<file path="src/rtl/debug_rx_loader.sv">
// UART-fed ASCII hex loader: turns "Waa dd dd ...\n" command lines into byte writes
// for the memory image and option bytes.
module debug_rx_loader #(
  parameter int unsigned BAUD_DIV = 417,
  parameter int unsigned MAX_ADDR = 135
) (
  input  logic       clk,
  input  logic       nRst,
  input  logic       rx,
  output logic       wrEn,
  output logic [7:0] wrAddr,
  output logic [7:0] wrData,
  output logic       frameDone,
  output logic       frameErr,
  output logic       busy
);

  localparam int unsigned CntW = $clog2(BAUD_DIV + 1);
  localparam logic [CntW-1:0] HalfDiv = CntW'(BAUD_DIV / 2);
  localparam logic [CntW-1:0] FullDiv = CntW'(BAUD_DIV);
  localparam logic [8:0] MaxAddr9 = 9'(MAX_ADDR);

  localparam logic [1:0] RIdle  = 2'd0;
  localparam logic [1:0] RStart = 2'd1;
  localparam logic [1:0] RData  = 2'd2;
  localparam logic [1:0] RStop  = 2'd3;

  localparam logic [2:0] PIdle = 3'd0;
  localparam logic [2:0] PAh   = 3'd1;
  localparam logic [2:0] PAl   = 3'd2;
  localparam logic [2:0] PDh   = 3'd3;
  localparam logic [2:0] PDl   = 3'd4;
  localparam logic [2:0] PErr  = 3'd5;

  logic            rxMetaQ, rxSyncQ, rxPrevQ;
  logic [1:0]      rStateQ, rStateD;
  logic [CntW-1:0] bitCntQ, bitCntD;
  logic [2:0]      bitIdxQ, bitIdxD;
  logic [7:0]      shiftQ, shiftD;
  logic            rxValidQ, rxValidD, rxFerrQ, rxFerrD;
  logic [7:0]      rxByteQ, rxByteD;
  logic            sampleNow;

  assign sampleNow = (bitCntQ == CntW'(1));

  always_comb begin
    rStateD  = rStateQ;
    bitCntD  = bitCntQ;
    bitIdxD  = bitIdxQ;
    shiftD   = shiftQ;
    rxByteD  = rxByteQ;
    rxValidD = 1'b0;
    rxFerrD  = 1'b0;
    case (rStateQ)
      RIdle: begin
        // Falling edge only, so a line stuck low cannot retrigger
        if (rxPrevQ && !rxSyncQ) begin
          rStateD = RStart;
          bitCntD = HalfDiv;
        end
      end
      RStart: begin
        if (!sampleNow) begin
          bitCntD = bitCntQ - 1'b1;
        end else if (rxSyncQ) begin
          rStateD = RIdle;
        end else begin
          rStateD = RData;
          bitCntD = FullDiv;
          bitIdxD = 3'd0;
        end
      end
      RData: begin
        if (!sampleNow) begin
          bitCntD = bitCntQ - 1'b1;
        end else begin
          shiftD  = {rxSyncQ, shiftQ[7:1]};
          bitCntD = FullDiv;
          bitIdxD = bitIdxQ + 3'd1;
          if (bitIdxQ == 3'd7) rStateD = RStop;
        end
      end
      RStop: begin
        if (!sampleNow) begin
          bitCntD = bitCntQ - 1'b1;
        end else begin
          rStateD = RIdle;
          if (rxSyncQ) begin
            rxValidD = 1'b1;
            rxByteD  = shiftQ;
          end else begin
            rxFerrD = 1'b1;
          end
        end
      end
      default: rStateD = RIdle;
    endcase
  end

  always_ff @(posedge clk) begin
    if (!nRst) begin
      rxMetaQ  <= 1'b1;
      rxSyncQ  <= 1'b1;
      rxPrevQ  <= 1'b1;
      rStateQ  <= RIdle;
      bitCntQ  <= '0;
      bitIdxQ  <= 3'd0;
      shiftQ   <= 8'd0;
      rxValidQ <= 1'b0;
      rxFerrQ  <= 1'b0;
      rxByteQ  <= 8'd0;
    end else begin
      rxMetaQ  <= rx;
      rxSyncQ  <= rxMetaQ;
      rxPrevQ  <= rxSyncQ;
      rStateQ  <= rStateD;
      bitCntQ  <= bitCntD;
      bitIdxQ  <= bitIdxD;
      shiftQ   <= shiftD;
      rxValidQ <= rxValidD;
      rxFerrQ  <= rxFerrD;
      rxByteQ  <= rxByteD;
    end
  end

  logic       isHex, isLf, isSep;
  logic [3:0] hexNib;

  always_comb begin
    isHex  = 1'b1;
    hexNib = 4'd0;
    if (rxByteQ >= 8'h30 && rxByteQ <= 8'h39) begin
      hexNib = rxByteQ[3:0];
    end else if ((rxByteQ >= 8'h41 && rxByteQ <= 8'h46) ||
                 (rxByteQ >= 8'h61 && rxByteQ <= 8'h66)) begin
      hexNib = rxByteQ[3:0] + 4'd9;
    end else begin
      isHex = 1'b0;
    end
  end

  assign isLf  = (rxByteQ == 8'h0A);
  assign isSep = (rxByteQ == 8'h20) || (rxByteQ == 8'h5F);

  logic [2:0] pStateQ, pStateD;
  logic [7:0] addrQ, addrD;
  logic [3:0] hiQ, hiD;
  logic       wrEnQ, wrEnD, doneQ, doneD, errQ, errD;
  logic [7:0] wrAddrQ, wrAddrD, wrDataQ, wrDataD;

  always_comb begin
    pStateD = pStateQ;
    addrD   = addrQ;
    hiD     = hiQ;
    wrEnD   = 1'b0;
    wrAddrD = wrAddrQ;
    wrDataD = wrDataQ;
    doneD   = 1'b0;
    errD    = 1'b0;
    if (rxFerrQ && pStateQ != PIdle) begin
      pStateD = PErr;
    end else if (rxValidQ && rxByteQ != 8'h0D) begin
      case (pStateQ)
        PIdle: begin
          if (rxByteQ == 8'h57 || rxByteQ == 8'h77) begin
            pStateD = PAh;
            addrD   = 8'd0;
          end
        end
        PAh, PAl, PDl: begin
          if (isHex) begin
            if (pStateQ == PAh) begin
              hiD     = hexNib;
              pStateD = PAl;
            end else if (pStateQ == PAl) begin
              addrD   = {hiQ, hexNib};
              pStateD = ({1'b0, hiQ, hexNib} > MaxAddr9) ? PErr : PDh;
            end else if ({1'b0, addrQ} <= MaxAddr9) begin
              wrEnD   = 1'b1;
              wrAddrD = addrQ;
              wrDataD = {hiQ, hexNib};
              addrD   = addrQ + 8'd1;
              pStateD = PDh;
            end else begin
              pStateD = PErr;
            end
          end else if (isLf) begin
            errD    = 1'b1;
            pStateD = PIdle;
          end else begin
            pStateD = PErr;
          end
        end
        PDh: begin
          if (isHex) begin
            hiD     = hexNib;
            pStateD = PDl;
          end else if (isLf) begin
            doneD   = 1'b1;
            pStateD = PIdle;
          end else if (!isSep) begin
            pStateD = PErr;
          end
        end
        PErr: begin
          if (isLf) begin
            errD    = 1'b1;
            pStateD = PIdle;
          end
        end
        default: pStateD = PIdle;
      endcase
    end
  end

  always_ff @(posedge clk) begin
    if (!nRst) begin
      pStateQ <= PIdle;
      addrQ   <= 8'd0;
      hiQ     <= 4'd0;
      wrEnQ   <= 1'b0;
      wrAddrQ <= 8'd0;
      wrDataQ <= 8'd0;
      doneQ   <= 1'b0;
      errQ    <= 1'b0;
    end else begin
      pStateQ <= pStateD;
      addrQ   <= addrD;
      hiQ     <= hiD;
      wrEnQ   <= wrEnD;
      wrAddrQ <= wrAddrD;
      wrDataQ <= wrDataD;
      doneQ   <= doneD;
      errQ    <= errD;
    end
  end

  assign wrEn      = wrEnQ;
  assign wrAddr    = wrAddrQ;
  assign wrData    = wrDataQ;
  assign frameDone = doneQ;
  assign frameErr  = errQ;
  assign busy      = (pStateQ != PIdle);

endmodule

</file>
<file path="config.mk">
export PLATFORM = sky130hd
export DESIGN_NAME = debug_rx_loader
export DESIGN_NICKNAME = d
export VERILOG_FILES = /design/src/rtl/debug_rx_loader.sv
export SDC_FILE = /design/constraint.sdc
export NUM_CORES = 1
export LEC_CHECK = 0
export CORE_MARGIN = 2
export CORE_UTILIZATION = 56
export DETAILED_ROUTE_END_ITERATION = 6
export HOLD_SLACK_MARGIN = 0.1
export PLACE_DENSITY = 0.76
export SLEW_MARGIN = 20
export SYNTH_ARGS = -nofsm -noshare
export SYNTH_HDL_FRONTEND = slang
export SYNTH_SLANG_ARGS = --single-unit
</file>
<file path="constraint.sdc">
create_clock -name clk -period 2.4 [get_ports clk]
set_input_delay 0.24 -clock clk [delete_from_list [all_inputs] [get_ports clk]]
set_output_delay 0.24 -clock clk [all_outputs]
set_load 0.05 [all_outputs]
</file>
### Word level (Yosys, flattened, before mapping)

Index checks and enable logic that the tools add are counted.

| storage, ports and cells | value |
|---|---|
| register bits after elaboration | 69 |
| output and inout port bits | 20 |

| operators by class | value |
|---|---|
| add/subtract/negate cells | 4 |
| order comparisons | 8 |
| equal/unequal tests | 35 |
| multiplexer cells | 51 |
| bitwise gates (word level) | 8 |
| reduce and logical (&&, ||, !) cells | 33 |

Operators with widths:

| cell | number |
|---|---|
| two-way mux 3 bit | 16 |
| two-way mux 9 bit | 5 |
| two-way mux 8 bit | 5 |
| one-hot mux 9 bit (4 select lines) | 1 |
| inequality test 2 bit (second input constant) | 13 |
| == test 8 x 7 -> 1 bit (second input constant) | 3 |
| two-way mux 4 bit | 5 |
| greater-or-equal comparator 8 x 7 -> 1 bit (second input constant) | 2 |
| less-or-equal comparator 8 x 7 -> 1 bit (second input constant) | 2 |
| one-hot mux 8 bit (2 select lines) | 1 |
| AND reduction 7 bit | 2 |
| two-way mux 2 bit | 6 |
| inequality test 3 bit (second input constant) | 4 |
| one-hot mux 3 bit (4 select lines) | 1 |
| AND reduction 4 bit | 3 |
| == test 3 bit (second input constant) | 3 |
| == test 9 x 1 -> 1 bit (second input constant) | 1 |
| AND reduction 3 bit | 3 |
| subtractor 9 x 1 -> 9 bit (second input constant) | 1 |
| adder 8 x 1 -> 8 bit (second input constant) | 1 |
| == test 8 x 4 -> 1 bit (second input constant) | 1 |
| == test 8 x 6 -> 1 bit (second input constant) | 1 |
| greater-or-equal comparator 8 x 6 -> 1 bit (second input constant) | 1 |
| greater-than comparator 8 bit (second input constant) | 1 |
| other kinds (31) | 57 |

### Longest topological paths before layout

Gate-level depths: netlist of run 1.

| depth | value |
|---|---|
| depth after elaboration | 13 |
| mapped depth | 10 |

### Least setup slack after synthesis of run 1

OpenSTA, ideal clock, no wires.

| path | value |
|---|---|
| path type | register -> register |
| from | register rxByteQ[1] |
| to | register wrAddrQ[7] (netlist: wrAddr[7]) |
| arrival time | 2,174 ps |
| path slack | 156 ps |
| cell stages (with the launch flop) | 10 |
| cells stage by stage | dfxtp_1 > inv_1 > ha_1 > or3b_2 > nand4b_1 > and2_1 > buf_2 > clkbuf_1 > o21ai_0 > a21oi_1 |

| between the ends | value |
|---|---|
| cells in the longest elaborated chain, start to end | 6 |

RTL lines:

| what | line | RTL |
|---|---|---|
| start, declared | 41 | `logic [7:0] rxByteQ, rxByteD;` |
| start signal, assigned | 122 | `rxByteQ <= rxByteD;` |
| greater-or-equal comparator 8 x 7 -> 1 bit, or another cell as far along | 134 | `end else if ((rxByteQ >= 8'h41 && rxByteQ <= 8'h46) \|\|` |
| logical AND 1 bit (on tied branches) | 134, 135 |  |
| logical OR 1 bit | 134 |  |
| two-way mux 1 bit | 134 |  |
| two-way mux 1 bit | 132 | `if (rxByteQ >= 8'h30 && rxByteQ <= 8'h39) begin` |
| AND reduction 7 bit (no source line) * | - |  |
| end signal, assigned | 231 | `wrAddrQ <= wrAddrD;` |
| end, declared | 149 | `logic [7:0] wrAddrQ, wrAddrD, wrDataQ, wrDataD;` |

Every way passes the cells marked *; elsewhere a longest branch is shown, timed or not.
A chain may end at the register's enable or synchronous reset.

### Worst setup path in the final report of run 1

| path | value |
|---|---|
| from | register rxByteQ[7] |
| to | register pStateQ[0] |

| between the ends | value |
|---|---|
| cells in the longest elaborated chain, start to end | 9 |

RTL lines:

| what | line | RTL |
|---|---|---|
| greater-or-equal comparator 8 x 7 -> 1 bit, or another cell as far along | 134 |  |
| logical AND 1 bit (on tied branches) | 134, 135 |  |
| logical OR 1 bit | 134 |  |
| two-way mux 1 bit | 134 |  |
| two-way mux 1 bit | 132 |  |
| two-way mux 3 bit (on tied branches) | 195, 171 |  |
| one-hot mux 3 bit (4 select lines) | 163 | `case (pStateQ)` |
| two-way mux 3 bit | 162 | `end else if (rxValidQ && rxByteQ != 8'h0D) begin` |
| two-way mux 3 bit | 160 | `if (rxFerrQ && pStateQ != PIdle) begin` |
| end signal, assigned | 218 | `pStateQ <= PIdle;` |
| end signal, assigned | 227 | `pStateQ <= pStateD;` |
| end, declared | 145 | `logic [2:0] pStateQ, pStateD;` |

Parallel ways exist; a longest one is shown, timed or not. The select of a mux whose other input is x is not followed.

==> qor.yml, run 1 <==
global_route:
  grt_max_degree: 19
  grt_pass1_vias: 3261
  grt_use_total_pct: 26.0
  antenna_found_initial: 0
  grt.overflow.total: 0
  grt_first_pass_wirelength_um: 15400
final_layout:
  syn2layout_area_growth_pct: 16.7
  drive_above_1_share_pct: 12.8
  antenna_cells: 0
  fin_nets: 505
placed_design:
  dp_hpwl_um: 6370
  gp_congestion: 0.901
  io_buffers: 22
drt:
  top_layer: "met4"
  drt-total-wl_um: 9060
  wire_per_inst_um: 15.9
  drc: 0
  dr.pass1.iters: 5
  route.met2.wl_um: 4120
  num_vias: 3525
  m1WireLength_um: 4370
  dr_wl_met3_um: 435
  vias_per_cell: 6.18
  drtAntennaViolNets: 0
  dr.first_iter.drc_count: 327
logic_synthesis:
  synth-seq-cells: 69
  syn_avg_cell_area_um2: 8.13
  synth_edf_count: 0
  yosysSeqAreaShare_pct: 37.2
  yosys_warnings: 0
  synth.area.top_cells: "dfxtp_1 37%, a21oi_1 7.0%, nand3_1 5.1%, ha_1 4.7%, o21ai_0 3.6%"
  syn_area_um2: 3710
  synthFlopType: "dfxtp_1"
  synth_top_area_cell: "dfxtp_1"
  synth_commonest_cells: "69 x dfxtp_1, 52 x a21oi_1, 38 x nand3_1"
  synth_most_common_cell: "dfxtp_1"
  yosys.area.top_type_share_pct: 37.2
  syn-num-nets: 473
  synthCells: 456
  ys_async_sr_fraction_pct: 0
  yosysUniqueCellTypes: 62
sta:
  fin_crit_sh_pct: 96.3
  min_period_ps: 2310
  slew_headroom_pct: 67.0
  fin_setup_tns_ps: 0
  rsz0062_at_grt: "false"
  final-hold-violation-count: 0
  tightest_slew_ps: 489
  timing.fmax_mhz: 433
  skew_ps: 9.36
  setup_violations: 0
  maxSlewViolCount: 0
worst_setup_path:
  critical_path_class: "reg2reg"
  crit_buf_inv: 0
  critPathLaunchType: "flop"
  crit_chain: "or4b_4 > or4b_4 > maj3_1 > a32oi_1 > a31oi_1"
  cp_common_cell: "or4b_4"
  worstPathRequired_ps: 2630
  endpoint_kind: "flop"
  crit_path_max_fanout: 6
  crit_slowest_cell: "or4b_4"
  path_delay_family: "simple AND/OR/NAND/NOR gates"
  max_stage_delay_ps: 590
  cp.arrival_ps: 2540
flow_run:
  maxCapViolations: 0
clock_network:
  htreeDepth: 3
  cts-root-buf: "clkbuf_8"
  cts.sinks: 69
  cts_tree: "yes"
  hold_buffers: 0
  cts.clk_slew.worst_paths_ps: 80
  clock_latency_ps: 360
  cts_buffer_depth: 2
  cts_buffers: 9
floorplan:
  dieArea_um2: 7290
  start_util_pct: 58.1
  fp-row-count: 29
  die_y_um: 85.4
  io_pins: 23
  core_area_um2: 6390
  die_w_um: 85.4
power:
  peakVddDrop_mv: 0.405
  finalPower_mw: 2.41
  power_density_nw_per_um2: 557
  p_leak_nw: 1.58
status:
  outcome: "complete, no violations"
worst_hold_path:
  hold_class: "reg2reg"
-- through the flow --
| stage | setup slack, ps | hold slack [ps] | instances | area [um2] | util [%] |
|---|---|---|---|---|---|
| floorplan | 156 | 335 | 456 | 3710 | - |
| global placement | 176 | 399 | 551 | 4090 | 64.0 |
| detailed placement | 126 | 404 | 551 | 4090 | 64.0 |
| CTS | 81.2 | 429 | 567 | 4290 | 67.2 |
| global route | 3.71 | 445 | 570 | 4330 | 67.8 |
| finish | 89.1 | 420 | 570 | 4330 | 67.8 |
-- final cells by class --
cell class	instances	area [um2]
Inverter	16	60.1
Sequential cell	69	1380
Fill cell	537	2060
Clock inverter	6	71.3
Clock buffer	10	138
Tap cell	77	96.3
Timing Repair Buffer	49	420
Multi-Input combinational cell	343	2160
-- metal layers --
layer  global-route usage [%]  up-vias
li1                         -     1751
met2                     40.2       94
met4                     8.37        0
met3                     5.93       18
met5                        0        -
met1                     36.2     1662
-- cells by family (layout without fill, tap and decap cells) --
family | Yosys count | count (layout) | synth area share [%]
flip-flops | 69 | 69 | 37.2
adder cells (fa/ha/maj) | 16 | 16 | 5.26
XOR/XNOR | 2 | 2 | 0.472
multiplexers | 13 | 13 | 3.51
AO/OA/AOI/OAI | 141 | 141 | 24.6
AND/OR/NAND/NOR | 171 | 171 | 24.1
buffers and inverters | 44 | 81 | 4.79
-- worst paths after layout --
path | start | endpoint | slack [ps] | cells after the start
worst max-delay path | rxByteQ[7] | pStateQ[0] | 90 | 5
worst min-delay path | rxMetaQ | rxSyncQ | 420 | 1
worst max register to register | rxByteQ[7] | pStateQ[0] | 90 | 5
worst min register to register | rxMetaQ | rxSyncQ | 420 | 1
-- where the power goes --
| group | switching [mW] | internal, mW |
|---|---|---|
| logic | 0.150 | 0.0905 |
| registers | 0.0236 | 1.16 |
| clock network | 0.466 | 0.514 |
| total | 0.640 | 1.77 |
-- repair_timing --
item / in CTS / in global routing
setup endpoints to repair: 0 / 14
resized for setup: 0 / 5
buffers inserted: 0 / 3
-- sequential cells by signal (all words and copies together), names as in the netlist, 3 cells and up, named ones only --
name	cells
bitCntQ	9
addrQ	8
rxByteQ	8
shiftQ	8
wrAddr	8
wrData	8
hiQ	4
bitIdxQ	3
pStateQ	3
-- cells in the final DEF, fill, tap and decap left out, types with 4 or more instances in the layout --
master	instances
or3_1	6
and2_1	4
nand2b_1	7
o31ai_1	7
a211oi_1	5
nor3_1	16
clkdlybuf4s50_1	21
inv_1	14
nor2b_1	5
buf_4	28
mux2i_1	13
nand2_1	34
nor2_1	31
a21oi_1	52
nor3b_1	4
nand3_1	38
nand3b_1	4
a31oi_1	8
o21ai_0	27
clkbuf_8	10
dfxtp_1	67
ha_1	14
and3_1	4
No activity file was read; power rests on OpenSTA's default activity.
==> run 2, diff against run 1 <==
--- a/config.mk
+++ b/config.mk
@@ -5,7 +5,6 @@
 export SDC_FILE = /design/constraint.sdc
 export NUM_CORES = 1
 export LEC_CHECK = 0
-export CORE_MARGIN = 2
 export CORE_UTILIZATION = 56
 export DETAILED_ROUTE_END_ITERATION = 6
 export HOLD_SLACK_MARGIN = 0.1
==> qor.yml, run 2 (synthesis gave the netlist of run 1 again) <==
status:
  outcome: "complete, no violations"  # unchanged
final_layout:
  fin_nets: 500  # was 505
  fin_area_um2: 4290  # was 4330 um2
  largest_reg_flops: 9  # unchanged
  final_common_cell: "dfxtp_1"  # unchanged
  syn2layout_area_growth_pct: 15.7  # was 16.7%
  top_register: "bitCntQ"  # unchanged
  antenna_cells: 0  # unchanged
  drive_above_1_share_pct: 11.3  # was 12.8%
  mostFrequentLayoutCells: "67 x dfxtp_1, 52 x a21oi_1, 38 x nand3_1"  # unchanged
power:
  pwr-share-clk_pct: 42.0  # was 40.7%
  finalPower_mw: 2.46  # was 2.41 mW
  power_density_nw_per_um2: 574  # was 557 nW/um2
  p_sw_share_pct: 25.2  # was 26.6%
  p_leak_nw: 1.56  # was 1.58 nW
  p_sw_uw: 620  # was 640 uW
  seq_power_share_pct: 48.2  # was 49.3%
  peakVddDrop_mv: 0.422  # was 0.405 mV
  p_int_mw: 1.84  # was 1.77 mW
  pwr-share-comb_pct: 9.7  # was 10.0%
worst_setup_path:
  crit_buf_inv: 0  # unchanged
  cp.arrival_ps: 2590  # was 2540 ps
  critPathLaunchType: "flop"  # unchanged
  max_stage_delay_ps: 560  # was 590 ps
  cp_common_cell: "or4b_4"  # unchanged
  worstPathRequired_ps: 2670  # was 2630 ps
  path_delay_family: "simple AND/OR/NAND/NOR gates"  # unchanged
  crit_slowest_cell: "or4b_4"  # unchanged
  crit_chain: "or4b_4 > or4b_4 > a311oi_4 > o31a_2 > mux2i_1"  # was or4b_4 > or4b_4 > maj3_1 > a32oi_1 > a31oi_1
  endpoint_kind: "flop"  # unchanged
  critical_path_class: "reg2reg"  # unchanged
  crit_path_max_fanout: 7  # was 6
floorplan:
  fp-row-count: 29  # unchanged
  core_area_um2: 6390  # unchanged
  die_w_um: 83.4  # was 85.4 um
  start_util_pct: 58.1  # unchanged
  io_pins: 23  # unchanged
  die_y_um: 83.4  # was 85.4 um
  dieArea_um2: 6950  # was 7290 um2
placed_design:
  dp_hpwl_um: 6280  # was 6370 um
  gp_congestion: 0.913  # was 0.901
  placed_cell_area_um2: 4070  # was 4090 um2
  io_buffers: 22  # unchanged
drt:
  top_layer: "met4"  # unchanged
  drc: 0  # unchanged
  dr_wl_met3_um: 438  # was 435 um
  route.met2.wl_um: 4170  # was 4120 um
  drtAntennaViolNets: 0  # unchanged
  dr.first_iter.drc_count: 272  # was 327
  vias_per_cell: 6.22  # was 6.18
  wire_per_inst_um: 15.8  # was 15.9 um
  dr.pass1.iters: 5  # unchanged
  m1WireLength_um: 4220  # was 4370 um
  num_vias: 3516  # was 3525
  drt-total-wl_um: 8930  # was 9060 um
worst_hold_path:
  hold_class: "reg2reg"  # unchanged
global_route:
  grt_use_total_pct: 26.9  # was 26.0%
  grt_pass1_vias: 3195  # was 3261
  grt.overflow.total: 0  # unchanged
  grt_max_degree: 23  # was 19
  grt_first_pass_wirelength_um: 15300  # was 15400 um
  antenna_found_initial: 0  # unchanged
clock_network:
  htreeDepth: 3  # unchanged
  cts_buffer_depth: 2  # unchanged
  cts-root-buf: "clkbuf_8"  # unchanged
  cts_tree: "yes"  # unchanged
  clock_latency_ps: 340  # was 360 ps
  cts.sinks: 69  # unchanged
  cts.clk_slew.worst_paths_ps: 80  # about the same
  cts_buffers: 9  # unchanged
  hold_buffers: 0  # unchanged
sta:
  rsz0062_at_grt: "false"  # unchanged
  setup_violations: 0  # unchanged
  fin_crit_sh_pct: 96.5  # was 96.3%
  timing.fmax_mhz: 432  # was 433 MHz
  min_period_ps: 2310  # about the same
  fin_setup_tns_ps: 0  # unchanged
  skew_ps: 14.4  # was 9.36 ps
  maxSlewViolCount: 0  # unchanged
  slew_headroom_pct: 65.6  # was 67.0%
  tightest_slew_ps: 510  # was 489 ps
  final-hold-violation-count: 0  # unchanged
flow_run:
  maxCapViolations: 0  # unchanged
[run 2: cell count changes in the layout (fill, tap and decap cells not counted)]
cell        before  now
a211oi_1         5    6
a211oi_2         1    0
and3_1           4    3
and3_2           0    1
buf_4           28   23
bufinv_16        1    2
clkbuf_1         0    2
clkbuf_8        10    9
clkinvlp_4       2    1
inv_6            1    0
or3_1            6    7
or3_4            1    0
[run 2: final cells by class]
class                   count  area [um2]
repair buffers             44         383
inverters                  16        60.1
fillers                   569        2100
clock buffers              11         131
clock inverters             5        85.1
multi-input cells         343        2150
flip-flops and latches     69        1380
well taps                  77        96.3
[run 2: final timing paths]
check,end,start,depth (start not counted),slack (ps)
setup / recovery,pStateQ[1],rxByteQ[4],5,90
hold / removal,rxSyncQ,rxMetaQ,1,420
setup reg to reg,pStateQ[1],rxByteQ[4],5,90
hold reg to reg,rxSyncQ,rxMetaQ,1,420
[run 2: timing repair]
item / 4_1_cts / 5_1_grt
setup endpoints to repair: 0 / 16
resized for setup: 0 / 4
setup buffers: 0 / 0
[run 2: metal layers]
layer  global-route usage, %  vias to the layer above
li1                        -                     1741
met2                    43.1                       94
met3                    5.17                       12
met5                       0                        -
met1                    37.6                     1669
met4                    5.64                        0
[run 2: power groups by stage]
stage,Combinational [mW],Sequential (mW),Clock (mW)
2_1_floorplan,0.176,1.21,0
3_3_place_gp,0.232,1.21,0
3_5_place_dp,0.234,1.21,0
4_1_cts,0.235,1.19,1.05
5_1_grt,0.268,1.19,1.10
6_report,0.240,1.19,1.04
[run 2: stage by stage]
step	hold slack [ps]	instances	util [%]	worst slack, ps
after global placement	392	549	63.7	134
final	417	565	67.2	85.0
after CTS	422	565	67.1	79.2
after global routing	429	565	67.2	4.93
after floorplan	335	456	-	156
after detailed placement	402	549	63.7	92.1
